[src/rtl/regfile_wr_sched.sv]
// Write scheduler in front of the 3R/1W register-file RAM: merges two commit
// write ports through an in-order buffer, forwards buffered data to reads and zero-sweeps the RAM after reset.
module regfile_wr_sched #(
  parameter int WIDTH = 32,
  parameter int DEPTH = 4
) (
  input  logic               clk,
  input  logic               rst_n,
  input  logic               w0_valid,
  input  logic [4:0]         w0_addr,
  input  logic [WIDTH-1:0]   w0_data,
  output logic               w0_ready,
  input  logic               w1_valid,
  input  logic [4:0]         w1_addr,
  input  logic [WIDTH-1:0]   w1_data,
  output logic               w1_ready,
  input  logic [14:0]        r_addr,
  output logic [3*WIDTH-1:0] r_data,
  output logic               init_done,
  output logic [4:0]         ram_addr0,
  output logic [4:0]         ram_addr1,
  output logic [4:0]         ram_addr2,
  input  logic [WIDTH-1:0]   ram_dout0,
  input  logic [WIDTH-1:0]   ram_dout1,
  input  logic [WIDTH-1:0]   ram_dout2,
  output logic [4:0]         ram_addrw,
  output logic [WIDTH-1:0]   ram_din,
  output logic               ram_we
);

  localparam int PW = $clog2(DEPTH);
  localparam int CW = PW + 1;

  typedef enum logic {INIT, RUN} state_t;

  state_t             state_q, state_d;
  logic [4:0]         sweep_q, sweep_d;
  logic [4:0]         buf_addr_q [DEPTH];
  logic [4:0]         buf_addr_d [DEPTH];
  logic [WIDTH-1:0]   buf_data_q [DEPTH];
  logic [WIDTH-1:0]   buf_data_d [DEPTH];
  logic [PW-1:0]      rd_ptr_q, rd_ptr_d;
  logic [PW-1:0]      wr_ptr_q, wr_ptr_d;
  logic [CW-1:0]      count_q, count_d;
  logic [2:0]         hit_q, hit_d;
  logic [2:0]         zero_q, zero_d;
  logic [WIDTH-1:0]   fwd_q [3];
  logic [WIDTH-1:0]   fwd_d [3];

  logic [CW-1:0]      free;
  logic               enq0, enq1, pop;
  logic [WIDTH-1:0]   ram_dout [3];

  assign init_done = (state_q == RUN);

  // Free space comes from the registered count only; a same-cycle drain is not credited.
  assign free     = CW'(DEPTH) - count_q;
  assign w0_ready = init_done & (free >= CW'(1));
  assign w1_ready = init_done & ((free >= CW'(2)) | ((free >= CW'(1)) & ~w0_valid));

  assign enq0 = w0_valid & w0_ready & (w0_addr != 5'd0);
  assign enq1 = w1_valid & w1_ready & (w1_addr != 5'd0);
  assign pop  = init_done & (count_q != '0);

  assign ram_addr0 = r_addr[4:0];
  assign ram_addr1 = r_addr[9:5];
  assign ram_addr2 = r_addr[14:10];
  assign ram_dout[0] = ram_dout0;
  assign ram_dout[1] = ram_dout1;
  assign ram_dout[2] = ram_dout2;

  always_comb begin
    state_d   = state_q;
    sweep_d   = sweep_q;
    ram_we    = 1'b0;
    ram_addrw = buf_addr_q[rd_ptr_q];
    ram_din   = buf_data_q[rd_ptr_q];
    case (state_q)
      INIT: begin
        ram_we    = 1'b1;
        ram_addrw = sweep_q;
        ram_din   = '0;
        sweep_d   = sweep_q + 5'd1;
        if (sweep_q == 5'd31) state_d = RUN;
      end
      RUN: begin
        ram_we = pop;
      end
      default: state_d = INIT;
    endcase
  end

  // When both ports enqueue, w0 takes the tail slot first so it drains ahead of w1.
  always_comb begin
    buf_addr_d = buf_addr_q;
    buf_data_d = buf_data_q;
    if (enq0) begin
      buf_addr_d[wr_ptr_q] = w0_addr;
      buf_data_d[wr_ptr_q] = w0_data;
    end
    if (enq1) begin
      buf_addr_d[wr_ptr_q + PW'(enq0)] = w1_addr;
      buf_data_d[wr_ptr_q + PW'(enq0)] = w1_data;
    end
    wr_ptr_d = wr_ptr_q + PW'(enq0) + PW'(enq1);
    rd_ptr_d = rd_ptr_q + PW'(pop);
    count_d  = count_q + CW'(enq0) + CW'(enq1) - CW'(pop);
  end

  // Scan oldest to newest so the youngest matching entry overrides earlier ones.
  always_comb begin
    logic [4:0]    raddr;
    logic [PW-1:0] idx;
    raddr  = '0;
    idx    = '0;
    hit_d  = '0;
    zero_d = '0;
    fwd_d  = '{default: '0};
    for (int k = 0; k < 3; k++) begin
      raddr     = r_addr[5*k +: 5];
      zero_d[k] = (raddr == 5'd0);
      for (int i = 0; i < DEPTH; i++) begin
        idx = rd_ptr_q + PW'(i);
        if ((CW'(i) < count_q) && (buf_addr_q[idx] == raddr)) begin
          hit_d[k] = 1'b1;
          fwd_d[k] = buf_data_q[idx];
        end
      end
    end
  end

  always_comb begin
    r_data = '0;
    if (init_done) begin
      for (int k = 0; k < 3; k++) begin
        if (zero_q[k])     r_data[WIDTH*k +: WIDTH] = '0;
        else if (hit_q[k]) r_data[WIDTH*k +: WIDTH] = fwd_q[k];
        else               r_data[WIDTH*k +: WIDTH] = ram_dout[k];
      end
    end
  end

  always_ff @(posedge clk or negedge rst_n) begin
    if (!rst_n) begin
      state_q  <= INIT;
      sweep_q  <= '0;
      rd_ptr_q <= '0;
      wr_ptr_q <= '0;
      count_q  <= '0;
      hit_q    <= '0;
      zero_q   <= '0;
      for (int k = 0; k < 3; k++) fwd_q[k] <= '0;
      for (int i = 0; i < DEPTH; i++) begin
        buf_addr_q[i] <= '0;
        buf_data_q[i] <= '0;
      end
    end else begin
      state_q    <= state_d;
      sweep_q    <= sweep_d;
      rd_ptr_q   <= rd_ptr_d;
      wr_ptr_q   <= wr_ptr_d;
      count_q    <= count_d;
      hit_q      <= hit_d;
      zero_q     <= zero_d;
      fwd_q      <= fwd_d;
      buf_addr_q <= buf_addr_d;
      buf_data_q <= buf_data_d;
    end
  end

endmodule

[config.mk]
export PLATFORM = sky130hd
export DESIGN_NAME = regfile_wr_sched
export DESIGN_NICKNAME = d
export VERILOG_FILES = /design/src/rtl/regfile_wr_sched.sv
export SDC_FILE = /design/constraint.sdc
export NUM_CORES = 1
export LEC_CHECK = 0
export ABC_AREA = 0
export CORE_MARGIN = 2
export CORE_UTILIZATION = 55
export CTS_BUF_LIST = sky130_fd_sc_hd__clkbuf_8
export DETAILED_ROUTE_END_ITERATION = 16
export PLACE_DENSITY_LB_ADDON = 0.1
export SLEW_MARGIN = 40
export SYNTH_ARGS = -nofsm -noshare
export SYNTH_HDL_FRONTEND = slang
export SYNTH_SLANG_ARGS = --single-unit
[constraint.sdc]
create_clock -name clk -period 4.35 [get_ports clk]
set_clock_uncertainty 0.1 [all_clocks]
set_input_delay 0.87 -clock clk [delete_from_list [all_inputs] [get_ports clk]]
set_output_delay 0.87 -clock clk [all_outputs]
set_load 0.02 [all_outputs]
* Word level (Yosys, flattened, before mapping)
Cells that the tools add are included.
Storage, ports and cells: bits in registers 263, input bits 189, output and inout port bits 152
Operators by class: $add $sub $neg 11, magnitude comparators 14, equal/unequal tests 13, muxes and demuxes 76, bitwise logic cells 17, reductions and logical operators 20
Operators by type and width (number):
- 2-to-1 mux 32 bit | 29
- binary-select mux 32 bit (select 2 bit) | 4
- bitwise mux 128 bit | 2
- 2-to-1 mux 128 bit | 2
- demux 32 bit (select 2 bit) | 2
- 2-to-1 mux 96 bit | 1
- equality test 5 bit | 12
- 2-to-1 mux 5 bit | 11
- binary-select mux 5 bit (select 2 bit) | 4
- bitwise mux 20 bit | 2
- 2-to-1 mux 20 bit | 2
- demux 5 bit (select 2 bit) | 2
- >= comparator 3 bit (second input constant) | 6
- inverter 2 -> 3 bit | 6
- zero test 5 bit | 3
- logical AND 1 bit | 14
- 2-to-1 mux 1 bit | 14
- nonzero test 5 bit | 2
- AND 1 bit | 8
- adder 2 x 1 -> 2 bit | 3
- adder 3 x 1 -> 3 bit | 2
- less-than comparator 1 x 3 -> 1 bit (first input constant) | 2
- less-than comparator 2 x 3 -> 1 bit (first input constant) | 2
- less-than comparator 3 x 1 -> 1 bit (second input constant) | 2
- other kinds (12) | 14

* Logic depth before layout (Yosys ltp)
Gate-level depths: netlist of the first run.
word-level depth 13, depth in mapped cells 13

* Worst setup path before layout of the first run
Ideal clock, no wire load.
path kind register -> output, start point reg rd_ptr_q[0], end point out ram_din[12], arrival 2.284 ns, setup slack 1.096 ns, stages on the path, launching flop included 10, path buffers 7, path through dfrtp_1 > buf_4 > buf_2 > buf_2 > buf_2 > buf_2 > clkbuf_1 > clkbuf_1 > a21oi_1 > and2_1
Between the ends: cells in the longest elaborated chain, start to end 5
RTL lines:
- from (decl) | RTL line 42 | logic [PW-1:0] rd_ptr_q, rd_ptr_d;
- from (signal assigned) | RTL line 160 | rd_ptr_q <= rd_ptr_d;
- inverter 2 -> 3 bit (implied by the code) | RTL line 77 | ram_din = buf_data_q[rd_ptr_q];
- binary-select mux 32 bit (select 2 bit) | RTL line 77
- 2-to-1 mux 32 bit (implied by the code) (2 in a row) | RTL line 77
- 2-to-1 mux 32 bit | RTL line 78 | case (state_q)
- to (decl) | RTL line 27 | output logic [WIDTH-1:0] ram_din,
Every way passes these cells. The select of a mux whose other input is x is not followed.

* Worst setup path in the final report of the first run
start point reg rd_ptr_q[1], end point out ram_din[27]
Same word-level chain as after synthesis.

==> flow_summary.toml, run 1 <==
[outcome]
outcome = "completed"

[logic_synthesis]
yosys_warnings = 0
synth_fp_nets = 2319
synth-seq-cells = 263
synthTopCellsByCount = "mux2i_1 (389), nand2_1 (287), dfrtp_1 (263), o21ai_0 (189), nor2_1 (152)"
ys.flop_type = "dfrtp_1"
synth-edff-count = 0
synthTopCellsByArea = "dfrtp_1 (35%), mux2i_1 (21%), nand2_1 (5.7%), o21ai_0 (5.0%), a21oi_1 (3.4%)"
yosysMostFrequentCell = "mux2i_1"
synth_top_cell_by_area = "dfrtp_1"
syn_area_um2 = 19000
syn_inst = 2116
async_flop_share_pct = 100
ys_seq_area_share_pct = 34.7
synth_top_area_share_pct = 34.7
yosys.cell_types.count = 68
syn_area_per_cell_um2 = 8.97

[timing]
drv_slew = 0
setup_tns_ps = 0
worst_pin_slew_ps = 1020
setup_viol = 0
fin_crit_ps = 4230
finalCritPeriodShare_pct = 97.3
hold_viol = 0
max_freq_mhz = 236
rsz0062_at_grt = "no"
maxSlewHeadroom_pct = 31.1
fin_ws_ps = 119

[clock_network]
cts_buffer_depth = 3
clk_pin_slew_ps = 60
cts_root_buf = "clkbuf_8"
cts_tree = "built"
postCtsHoldBufs = 0
numClockSinks = 263
insertion_delay_ps = 620
cts_buffers = 43
htreeDepth = 2

[power_and_ir_drop]
p_seq_share_pct = 24.3
pwr-share-clk_pct = 10.8
pwr-share-comb_pct = 64.9
powerDensity_nw_per_um2 = 831
switchingPower_w = 0.0101
intPower_w = 0.00962
leakagePower_nw = 10.1
irDropWorstVdd_uv = 1190
power_w = 0.0197
swShare_pct = 51.1

[layout]
fillers = 2664
area_growth_pct = 24.7
nNetsFinal = 2571
drive_gt1_share_pct = 10.0

[routing]
drt-pass1-iter-count = 9
drt_iter0_drc = 1946
wire_per_inst_um = 24.1
drc = 0
ant_nets = 0
viasPerCell = 6.27
finalWirelength_um = 68700
vias = 17900

[setup_path]
cp_max_fo = 49
ff2ff_setup_slack_ps = 730
r2r_end = "fwd_q[26]$_DFF_PN0_"
crit_end = "ram_din[27]"
rr_worst_depth = 9
cp-start-kind = "register"
critPathCaptureType = "output port"
crit_start = "rd_ptr_q[1]$_DFF_PN0_"
path_class = "reg -> out"
crit_required_ps = 3380
r2r_start = "rd_ptr_q[1]$_DFF_PN0_"
cp_data_arrival_time_ps = 3260

[die]
fp.dieW_um = 190
fp.coreArea_um2 = 34300
pin_count = 341
fp.dieH_um = 190
start_util_pct = 55.3
die_area_um2 = 36000
placementRows = 68

[place]
dp_slack_ps = 415
gp_congestion = 0.994
port_buffers = 340
dp_hpwl_um = 51200

[global_routing]
grt_pass1_vias = 16500
grt_pass1_wl_um = 102000
gr-total-overflow = 0
groute.usage.overall_pct = 37.3
grt_max_degree = 106
antenna_found_initial = 3

[run]
cap_violations = 0

[hold_path]
min_path_type = "in -> async"
[layout by cell type, fill, tap and decap left out, types with 19 or more instances in the layout]
cell type and count:
nor2b_1 35, and2_1 35, a211oi_1 56, mux2_2 45
xnor2_1 60, a21oi_1 128, a22oi_1 28, o21ai_0 188
nand2_1 287, o22ai_1 32, dfrtp_1 258, nor2_1 151
mux2i_1 388, o221ai_1 37, clkdlybuf4s50_1 339, buf_4 57
clkbuf_8 48, inv_1 26, nor3_1 19, o221ai_2 19
[final cells by class]
cell class / count / area (um2) / share of cell area, %
repair buffers: 413 / 4160 / 17.6
flip-flops and latches: 263 / 6600 / 27.9
clock buffers: 48 / 661 / 2.79
clock inverters: 26 / 170 / 0.719
multi-input cells: 1634 / 11500 / 48.4
diodes: 3 / 7.51 / 0.0317
well taps: 455 / 569 / 2.40
inverters: 13 / 51.3 / 0.217
[worst max-delay path: stages, from the launching register on]
cell,delay (ps)
dfrtp_4,610
buf_12,240
buf_4,230
nor2b_1,160
a211oi_1,70
a21oi_1,410
and2_1,280
clkdlybuf4s50_1,640
[metal layers]
layer	global-route usage [%]	share of wire, %	vias to the layer above
met5	0	0	-
met4	10.5	2.6	0
met3	11.4	13	114
met2	50.7	41	1165
met1	56.7	44	8545
li1	-	-	8077
[per-stage QoR]
step | cells | utilization [%] | area, um2 | hold WS (ps)
6_report | 2855 | 69.0 | 23700 | 50.1
5_1_grt | 2855 | 69.0 | 23700 | 57.2
4_1_cts | 2849 | 68.8 | 23600 | 252
3_5_place_dp | 2774 | 66.3 | 22700 | 391
3_3_place_gp | 2774 | 66.3 | 22700 | 377
2_1_floorplan | 2116 | - | 19000 | 355
[flip-flops by register name, indices dropped and copies added, names as in the netlist]
name        cells
fwd_q          96
init_done       1
wr_ptr_q        2
sweep_q         5
rd_ptr_q        2
hit_q           3
buf_data_q    128
count_q         3
buf_addr_q     20
zero_q          3
[how the worst min path moves through the flow]
stage                                    to  slack [ps]  cells after the start
floorplan            sweep_q[3]$_DFFE_PN0N_         360                      1
global placement     sweep_q[3]$_DFFE_PN0N_         380                      1
detailed placement   sweep_q[3]$_DFFE_PN0N_         390                      1
CTS                 buf_addr_q[8]$_DFF_PN0_         250                      1
global route        buf_addr_q[4]$_DFF_PN0_          60                      1
finish              buf_addr_q[8]$_DFF_PN0_          50                      1
[power by group through the flow]
stage | Combinational [W] | Clock, W | Sequential (W)
floorplan | 0.00845 | 0 | 0.00404
global route | 0.0136 | 0.00225 | 0.00489
CTS | 0.0123 | 0.00215 | 0.00476
global placement | 0.0119 | 0 | 0.00476
detailed placement | 0.0122 | 0 | 0.00483
finish | 0.0128 | 0.00213 | 0.00479
[what timing repair did]
item,in CTS,in global routing
resized for setup,0,1
setup endpoints to repair,16,6
pin swaps,0,0
buffers inserted,1,2
[kinds of logic after synthesis]
| group | Yosys count | synth area share (%) |
|---|---|---|
| flops | 263 | 34.7 |
| xor+xnor | 77 | 3.55 |
| simple gates | 568 | 13.0 |
| fa+ha+maj | 14 | 0.963 |
| mux | 450 | 24.8 |
| buf+inv | 219 | 5.39 |
| compound gates | 525 | 17.6 |
Note: power is estimated with default switching activity, not from simulation.
==> run 2, diff against run 1 <==
- CORE_UTILIZATION: 55 -> 60
==> run 2 against run 1 <==
  * Non-clock buffer count down 15
  * Wire length down 2.7%
  * Die area down 8.2%
  * Design area down 0.44%
  * Critical endpoint is now ram_din[3]
  * Critical path depth down 2
  * Global-route usage up 2.2 points
  * Fmax up 0.27%
  * Utilization up 6.2 points
  * Largest power group unchanged
  * Sequential share of layout area up 0.13 points
  * Flip-flop and latch count unchanged
  * First-iteration DRC count up 16%
==> flow_summary.toml, run 2 (same netlist as run 1, synthesis figures left out) <==
[setup_path]
path_class = "reg -> out"
r2r_start = "rd_ptr_q[1]$_DFF_PN0_"
cp_data_arrival_time_ps = 3250
crit_required_ps = 3380
cp_max_fo = 52
ff2ff_setup_slack_ps = 620
critPathCaptureType = "output port"
crit_end = "ram_din[3]"
r2r_end = "fwd_q[28]$_DFF_PN0_"
rr_worst_depth = 9
crit_start = "rd_ptr_q[0]$_DFF_PN0_"
cp-start-kind = "register"

[place]
gp_congestion = 0.987
dp_hpwl_um = 50200
port_buffers = 340
dp.cells = 2709

[global_routing]
grt_pass1_wl_um = 99800
grt_pass1_vias = 16400
antenna_found_initial = 4
groute.usage.overall_pct = 39.5
grt_max_degree = 94
gr-total-overflow = 0

[die]
start_util_pct = 60.6
fp.dieH_um = 182
fp.coreArea_um2 = 31300
fp.dieW_um = 182
pin_count = 341
die_area_um2 = 33100
placementRows = 65

[layout]
layout_common_cells = "mux2i_1 (389), clkdlybuf4s50_1 (339), nand2_1 (287)"
regArea_um2 = 6600
final_common_cell = "mux2i_1"
fillers = 2232
layoutNonFillerInstCount = 2783
final_util_pct = 75.3
multi_input_area_um2 = 11500
largest_reg_flops = 128
area_growth_pct = 24.2
largest-register = "buf_data_q"
largestRegisters = "buf_data_q x128, fwd_q x96, buf_addr_q x20"
nNetsFinal = 2555
drive_gt1_share_pct = 9.54

[routing]
drc = 0
drt_iter0_drc = 2256
vias = 17900
drt-pass1-iter-count = 8
ant_nets = 0
wire_per_inst_um = 24.0
finalWirelength_um = 66800
viasPerCell = 6.42

[timing]
fin_crit_ps = 4220
rsz0062_at_grt = "no"
setup_tns_ps = 0
setup_viol = 0
maxSlewHeadroom_pct = 45.7
finalCritPeriodShare_pct = 97.0
drv_slew = 0
worst_pin_slew_ps = 792
hold_viol = 0
hold_slack_ps = 97.6
max_freq_mhz = 237

[clock_network]
insertion_delay_ps = 580
cts_tree = "built"
cts_buffer_depth = 3
cts_buffers = 42
numClockSinks = 263
cts_root_buf = "clkbuf_8"
clk_pin_slew_ps = 70
htreeDepth = 2

[power_and_ir_drop]
power_w = 0.0196
irDropWorstVdd_uv = 696
leakagePower_nw = 10.0
powerDensity_nw_per_um2 = 834

[run]
cap_violations = 0

[hold_path]
min_path_type = "in -> async"

[outcome]
outcome = "completed"
run 2: worst max-delay path, cell delays in order, from the launching register on:
cell	delay [ps]
dfrtp_4	710
inv_4	480
nor2_1	100
a21oi_1	490
and2_1	270
clkdlybuf4s50_1	620
run 2: metrics by stage:
step / worst slack, ps / area (um2)
5_1_grt: 63.2 / 23600
6_report: 130 / 23600
2_1_floorplan: 1100 / 19000
3_5_place_dp: 444 / 22600
3_3_place_gp: 510 / 22600
4_1_cts: 22.5 / 23500
run 2: timing repair:
item,in CTS,in global routing
resized for setup,0,1
buffers inserted,0,1
hold buffers,0,0
endpoints found under the setup margin,0,12
run 2: area by class of cell:
class / instances / share of cell area, %
Clock inverter: 23 / 0.998
Antenna cell: 1 / 0.0106
Inverter: 13 / 0.218
Multi-Input combinational cell: 1634 / 48.6
Tap cell: 402 / 2.13
Timing Repair Buffer: 398 / 17.1
Clock buffer: 49 / 2.86
Sequential cell: 263 / 28.0
run 2: layer usage:
metal  routed length [um]  GRT usage, %  vias up  share of wire (%)
met5                   35             0        -              0.052
met2                27700          55.4     1207                 41
li1                     -             -     8047                  -
met1                28500          58.9     8481                 43
met3                 8460          10.6      114                 13
met4                 2150          13.0        6                3.2
run 2: power breakdown:
group,total (W),switching (W),internal (W),leakage [nW]
clock,0.00232,0.000996,0.00132,0.513
sequential,0.00482,0.00129,0.00353,3.37
combinational,0.0125,0.00759,0.00491,6.15
total,0.0196,0.00988,0.00976,10.0
run 2: worst min path at each step:
stage	startpoint	endpoint	slack, ps
floorplan	sweep_q[3]$_DFFE_PN0N_	sweep_q[3]$_DFFE_PN0N_	360
global placement	sweep_q[3]$_DFFE_PN0N_	sweep_q[3]$_DFFE_PN0N_	370
detailed placement	sweep_q[3]$_DFFE_PN0N_	sweep_q[3]$_DFFE_PN0N_	410
CTS	rst_n	rd_ptr_q[0]$_DFF_PN0_	100
global route	rst_n	rd_ptr_q[0]$_DFF_PN0_	120
finish	rst_n	rd_ptr_q[0]$_DFF_PN0_	100
